$ cat src/rtl/conv_feeder.sv
// Stream source for ConvTop: fetches KernelSize weight beats, then row*col pixel beats.
// Optional idle gap between the two phases is enabled by defining CONV_FEEDER_GAP_EN.
`timescale 1ns/1ps

module conv_feeder #(
  parameter int unsigned DataWidth  = 64,
  parameter int unsigned KernelSize = 9,
  parameter int unsigned AddrWidth  = 18,
  parameter int unsigned PhaseGap   = 4
) (
  input  logic                     Clk,
  input  logic                     Rst,
  input  logic                     start,
  input  logic [8:0]               row_in,
  input  logic [8:0]               col_in,
  output logic                     w_ren,
  output logic [3:0]               w_addr,
  input  logic [4*DataWidth-1:0]   w_rdata,
  output logic                     d_ren,
  output logic [AddrWidth-1:0]     d_addr,
  input  logic [4*DataWidth-1:0]   d_rdata,
  output logic [4*DataWidth-1:0]   weight_out,
  output logic                     weight_valid,
  output logic [4*DataWidth-1:0]   data_out,
  output logic                     data_valid,
  output logic                     busy,
  output logic                     done
);

  // One counter serves both the weight index and the gap length.
  localparam int unsigned CntMax = (KernelSize > PhaseGap) ? KernelSize : PhaseGap;
  localparam int unsigned CntW   = $clog2(CntMax + 1);

`ifdef CONV_FEEDER_GAP_EN
  typedef enum logic [2:0] {IDLE, LOAD_W, GAP, LOAD_D, FIN} state_t;
`else
  typedef enum logic [2:0] {IDLE, LOAD_W, LOAD_D, FIN} state_t;
`endif

  state_t               state;
  logic [CntW-1:0]      cnt;
  logic [AddrWidth-1:0] dcnt;
  logic [8:0]           row_q;
  logic [8:0]           col_q;
  logic [AddrWidth-1:0] total_c;

  // Full-width product so 511x511 does not truncate.
  assign total_c = AddrWidth'(row_q) * AddrWidth'(col_q);

  always_ff @(posedge Clk) begin
    if (!Rst) begin
      state        <= IDLE;
      cnt          <= '0;
      dcnt         <= '0;
      row_q        <= '0;
      col_q        <= '0;
      w_ren        <= 1'b0;
      w_addr       <= '0;
      d_ren        <= 1'b0;
      d_addr       <= '0;
      weight_out   <= '0;
      weight_valid <= 1'b0;
      data_out     <= '0;
      data_valid   <= 1'b0;
      busy         <= 1'b0;
      done         <= 1'b0;
    end else begin
      // Read enables default low; the RAM data is captured one cycle after each enable.
      w_ren        <= 1'b0;
      d_ren        <= 1'b0;
      weight_valid <= w_ren;
      weight_out   <= w_ren ? w_rdata : '0;
      data_valid   <= d_ren;
      data_out     <= d_ren ? d_rdata : '0;
      busy         <= (state != IDLE);
      done         <= data_valid & ~d_ren;

      case (state)
        IDLE: begin
          // busy still covers the final data beat after FIN returns here.
          if (start && !busy && (row_in != 9'd0) && (col_in != 9'd0)) begin
            row_q <= row_in;
            col_q <= col_in;
            cnt   <= '0;
            dcnt  <= '0;
            state <= LOAD_W;
          end
        end
        LOAD_W: begin
          w_ren  <= 1'b1;
          w_addr <= 4'(cnt);
          if (cnt == CntW'(KernelSize - 1)) begin
            cnt <= '0;
`ifdef CONV_FEEDER_GAP_EN
            state <= GAP;
`else
            state <= LOAD_D;
`endif
          end else begin
            cnt <= cnt + CntW'(1);
          end
        end
`ifdef CONV_FEEDER_GAP_EN
        GAP: begin
          if (cnt == CntW'(PhaseGap - 1)) begin
            cnt   <= '0;
            state <= LOAD_D;
          end else begin
            cnt <= cnt + CntW'(1);
          end
        end
`endif
        LOAD_D: begin
          d_ren  <= 1'b1;
          d_addr <= dcnt;
          if (dcnt == total_c - AddrWidth'(1)) begin
            state <= FIN;
          end else begin
            dcnt <= dcnt + AddrWidth'(1);
          end
        end
        FIN:     state <= IDLE;
        default: state <= IDLE;
      endcase
    end
  end

endmodule

$ cat config.mk
export PLATFORM = sky130hd
export DESIGN_NAME = conv_feeder
export DESIGN_NICKNAME = d
export VERILOG_FILES = /design/src/rtl/conv_feeder.sv
export SDC_FILE = /design/constraint.sdc
export NUM_CORES = 1
export LEC_CHECK = 0
export CORE_AREA = 2 2 422 424
export DETAILED_ROUTE_END_ITERATION = 8
export DIE_AREA = 0 0 424 426
export SLEW_MARGIN = 20
export SYNTH_ARGS = -nofsm -noshare
export SYNTH_HDL_FRONTEND = slang
export SYNTH_SLANG_ARGS = --single-unit
$ cat constraint.sdc
create_clock -name Clk -period 11.9 [get_ports Clk]
set_input_delay 1.19 -clock Clk [delete_from_list [all_inputs] [get_ports Clk]]
set_output_delay 1.19 -clock Clk [all_outputs]
set_load 0.02 [all_outputs]
# After elaboration in Yosys (flattened, before gate mapping)

Index checks and enable logic that the tools add are counted.
W data, S select, Z words.

Bits in registers: 583
Bits of input ports: 533
Output and inout port bits: 540
Logic and storage cells: 57

Add/sub/neg operators: 3
$mul: 1
Equal/unequal tests: 8
Multiplexer cells: 12
Bitwise gates (word level): 2
Reductions and logical operators: 16

Operators by type and width:

| operator                | number |
|---|---|
| $mux W18                | 2 |
| $pmux W18 S2            | 1 |
| $add A18 B1 Y18 const B | 1 |
| $eq A18 B18 Y1          | 1 |
| $mul A9 B9 Y18          | 1 |
| $reduce_bool A9 Y1      | 2 |
| $sub A18 B1 Y18 const B | 1 |
| $mux W3                 | 3 |
| $pmux W3 S3             | 1 |
| $mux W4                 | 2 |
| $ne A2 B2 Y1 const B    | 4 |
| $pmux W4 S2             | 1 |
| $reduce_and A2 Y1       | 4 |
| $reduce_and A3 Y1       | 2 |
| $add A4 B1 Y4 const B   | 1 |
| $eq A4 B4 Y1 const B    | 1 |
| $reduce_bool A2 Y1      | 2 |
| $eq A3 B1 Y1 const B    | 1 |
| $eq A3 B2 Y1 const B    | 1 |
| $logic_and A1 B1 Y1     | 3 |
| $logic_not A3 Y1        | 1 |
| $reduce_bool A3 Y1      | 1 |
| $mux W1                 | 2 |
| $and A1 B1 Y1           | 1 |
| other kinds (2)         | 2 |

# Longest topological paths before layout

Word-level depth: 6
Mapped depth: 23
Mapped depth without buffers: 20

# Worst setup path before layout

Ideal clock, no wire load.

Path kind: register -> register
From: register row_q[3]
To: register dcnt[1]
Arrival: 5.565 ns
Data required time: 11.786 ns
Path slack: 6.221 ns
Stages on the path, launching flop included: 23
Path buffers: 3
Clock period less this slack: 5.679 ns
Cell sequence: dfxtp_1 clkbuf_1 nand2_1 fa_1 fa_1 inv_1 fa_1 inv_1 fa_1 inv_1 fa_1 ha_1 buf_2 a21oi_1 o21ai_0 nor2_1 mux2i_1 mux2i_1 a2111oi_2 nand2_2 buf_6 and4_1 a21o_1

Word-level cells in the longest chain between the ends: 5

RTL lines:

| item                        | line | RTL |
|---|---|---|
| start: declaration          | 43   | `logic [8:0] row_q;` |
| start signal: assignment    | 82   | `row_q <= row_in;` |
| $mul A9 B9 Y18              | 48   | `assign total_c = AddrWidth'(row_q) * AddrWidth'(col_q);` |
| $sub A18 B1 Y18             | 116  | `if (dcnt == total_c - AddrWidth'(1)) begin` |
| $eq A18 B18 Y1              | 116  |  |
| $ne A2 B2 Y1 (no line)      | -    |  |
| $reduce_and A3 Y1 (no line) | -    |  |
| end signal: assignment      | 119  | `dcnt <= dcnt + AddrWidth'(1);` |
| end: declaration            | 42   | `logic [AddrWidth-1:0] dcnt;` |

No other way between the ends.
A chain may end at the register's enable or synchronous reset.

# Final worst setup path

From: register row_q[3]
To: register state[1]

Word-level cells in the longest chain between the ends: 5

RTL lines:

| item                        | line | RTL |
|---|---|---|
| $mul A9 B9 Y18              | 48   |  |
| $sub A18 B1 Y18             | 116  |  |
| $eq A18 B18 Y1              | 116  |  |
| $ne A2 B2 Y1 (no line)      | -    |  |
| $reduce_and A3 Y1 (no line) | -    |  |
| end signal: assignment      | 117  | `state <= FIN;` |
| end signal: assignment      | 122  | `FIN: state <= IDLE;` |
| end signal: assignment      | 123  | `default: state <= IDLE;` |
| end: declaration            | 40   | `state_t state;` |

No other way between the ends.

==> metrics list <==
* Run status: complete, no violations
* Average detailed-routed wire length per instance: between 20 and 25 um
* Clock root cell: clkbuf_16
- TritonCTS created 72 clock buffers.
- Mean number of vias per cell: between 3 and 4
- The worst path needs between 6 and 7 ns of the cycle, external delays included.
- Of the total power, the clock network draws 0.364.
- Endpoints failing hold: 0
- Worst clock skew on the final layout: approximately 0.031 ns
* CTS max path bufs: 3
- The analysis attributes to cell leakage a power of ~15 nW.
- Die height: between 400 and 500 um
- Data on the critical path is required at its endpoint by 12.50 ns.
- Wires add up to around 130000 um.
- Count of cells resized by post-cts repair: 0
* Number of setup buffers added after CTS: 0
- # hold bufs at CTS: 0
- The tool flagged a number of max-cap violations equal to 0.
- Largest delay contributor family on the critical path: adder cells
- Yosys warnings: 0
- The area growth from synthesis to layout is 76.2%.
- Area share of the leading cell type in the synthesized netlist: 0.568
- The critical path contains buffers and inverters numbering 3 combined.
* Start-to-end type of the worst setup path: flop to flop
- CTS saw between 500 and 600 sinks.
- For the pin with the worst max-slew slack, the measured transition is 1.03 ns.
- Remaining antenna violation count after routing: 0
- Power density cells: approximately 170 mW/mm2
- Total iterations of the first detailed-routing run: 5
* Core area: ~0.18 mm2
- The synthesized design contains 0 enable-type register cells.
- Arrival time at the worst endpoint: 7.06 ns
* Worst setup SP type: flop
- Part of the power in registers: 0.345
- Fraction of power spent switching nets: 0.339
- The initial antenna violation count came to 46.
- Largest net degree at the start of global routing: 190
- Wire length of the first global-routing pass: between 150000 and 200000 um
- Slowest stage delay, CP: between 0.5 and 0.6 ns
- In the synthesized netlist the async set-or-reset flop fraction comes to 0.
- Library cell occupying the most area in the post-synthesis netlist: dfxtp_1
- For this run, the total global-route usage over all layers was measured as 0.135.
* Crit Path Max Fanout: 30
* Worst IR Drop VDD: approximately 0.09 mV
* Worst-case headroom to the max-slew limit: 0.315
* Effective utilization at floorplan: 0.117
* Count of placed standard cells in the final layout, fillers left out: 5346
* Worst-path cell chain: nand2_1, fa_1, fa_1, inv_1, fa_1, inv_1, fa_1, inv_1, fa_1, ha_1, a21oi_1, o21ai_0, nor2_1, mux2i_1, mux2i_1, a2111oi_2, nand2_2, a21oi_2, mux2i_1
- Remaining global-route overflow: 0
* Min-delay worst type: flop to flop
- RSZ-0062 raised after global routing: false
- Vias in the first global route: approximately 19k
* Internal power consumption: 4.14 mW
- Synthesized area per cell: approximately 11 um2
* Post-Syn Instances: around 1.9k
- During I/O placement, the number of pins put on the boundary was around 1.1k.
- The cell area that synthesis handed to floorplanning was just over 0.02 mm2.
* Final net count: around 3.6k
* Kind of end point of the critical path: flop
- The congestion estimate from routability-driven global placement came to about 0.94.
- In the final timing run, aggregate negative setup slack is 0 ns.
- Distinct cell type count after synthesis: 64
* Sequential area share after synthesis: 0.568
- # rows: around 150
* Fmax: 155 MHz
* Share of layout cells above drive strength 1: 0.0501
- After the first detailed-routing iteration, the DRC count stood at 1307.
- Clock transition at the registers of the reported paths: ~0.07 ns
* Cell with the most instances after synthesis: dfxtp_1
- Sorting the synthesized cells by how often they occur yields dfxtp_1 (582), and3_1 (527), clkbuf_1 (148).
- TritonCTS built the clock tree.
* Port Buffer Count: 1072
- Synthesis produced a netlist with a net count of 2587.
- Vias after detailed routing: about 19k
- Total power consumption of the routed design: 6.27 mW
* Util after Layout: 0.206
* DRC violations left: 0
* Flip-flop and latch count after synthesis: approximately 580
* Top cells by area, synth: dfxtp_1 (57%), and3_1 (16%), fa_1 (5.2%), ha_1 (3.7%), clkbuf_1 (2.7%)
- Die Area: 0.181 mm2
- The share of total power dissipated in combinational logic is 0.291.
* Count of placed standard cells including taps: around 5.2k
- Final period util: 0.543
* Switching power summed over all nets: 2.13 mW
- DIE WIDTH: around 420 um
* Final Setup Violations: 0
* Final HPWL DP: 105000 um
* H-tree levels: 3
- Max stage delay cell, worst path: dfxtp_1
* Dominant register cell in the synthesized netlist: dfxtp_1
- In this design, the critical path's most frequently occurring cell is fa_1.
- The later pin in the worst-skew pair is clocked with a latency of between 0.6 and 0.7 ns.
- The count of final max-slew check failures is 0.
==> logic make-up after synthesis <==
family                   count (synthesis)  synth area share
AO/OA/AOI/OAI                          127            0.0418
XOR/XNOR                                25            0.0120
adder cells (fa/ha/maj)                113            0.0883
buffers and inverters                  236            0.0443
flip-flops                             582             0.568
multiplexers                            34            0.0166
AND/OR/NAND/NOR                        824             0.229
==> power by group through the flow <==
stage / Sequential, mW / Combinational [mW] / Clock [mW]
3_5_place_dp: 2.20 / 1.82 / 0
4_1_cts: 2.16 / 1.83 / 2.35
5_1_grt: 2.17 / 1.99 / 2.43
3_3_place_gp: 2.20 / 1.83 / 0
2_1_floorplan: 2.27 / 0.981 / 0
6_report: 2.16 / 1.83 / 2.28
==> cell usage in the layout (no fill, tap or decap), types with 9 or more instances in the layout <==
cell                n
nand3_1            36
clkdlybuf4s50_1  1071
inv_1              74
buf_4              11
a21o_1             18
fa_1               53
clkbuf_16          73
ha_1               60
mux2i_1            33
a31oi_1            14
and3_1            527
nor2_1             54
o21ai_0            17
diode_2            12
xor2_1              9
dfxtp_1           580
and2_1             25
xnor2_1            14
clkbuf_8           20
nand4_1            12
nand2_1           123
clkbuf_1           11
a21oi_1            29
nor3_1             17
==> sequential cells by signal, summed over array words and instances, names as in the netlist <==
register and flops:
data_out 256, state 2, cnt 4, w_addr 4
weight_valid 1, busy 1, d_addr 18, done 1
data_valid 1, dcnt 18, w_ren 1, weight_out 256
d_ren 1, row_q 9, col_q 9
==> cell type report <==
type	instances	area, um2
Timing Repair Buffer	1085	10900
Multi-Input combinational cell	1123	7960
Sequential cell	582	11700
Inverter	75	282
Clock buffer	104	2140
Clock inverter	25	292
Tap cell	2340	2930
Fill cell	19100	140000
Antenna cell	12	30.0
==> tightest hold or removal path, stage by stage (launching register included) <==
cell,delay (ns)
dfxtp_1,0.31
nand2_1,0.05
a21oi_1,0.05
==> per-layer routing <==
metal  share of wire  global-route usage  vias up
li1                -                   -     8619
met1            0.41               0.169     9130
met2            0.47               0.223      738
met3           0.084              0.0391      157
met4           0.028              0.0427       14
met5         0.00073                   0        -
==> path summary, 6_finish.rpt <==
kind	from	end	slack, ns	cells past startpoint
min	d_addr[17]	d_addr[17]	0.46	2
min reg2reg	d_addr[17]	d_addr[17]	0.46	2
max reg2reg	row_q[3]	state[1]	5.44	19
max	row_q[3]	state[1]	5.44	19
==> through the flow <==
stage          setup slack (ns)  hold WS [ns]  area, um2
6_report                   5.44         0.461      36100
5_1_grt                    4.99         0.487      36100
4_1_cts                    5.47         0.461      36100
3_5_place_dp               5.50         0.450      33700
3_3_place_gp               5.55         0.453      33700
2_1_floorplan              6.22         0.468      20500
No activity file was read; power rests on OpenSTA's default activity.
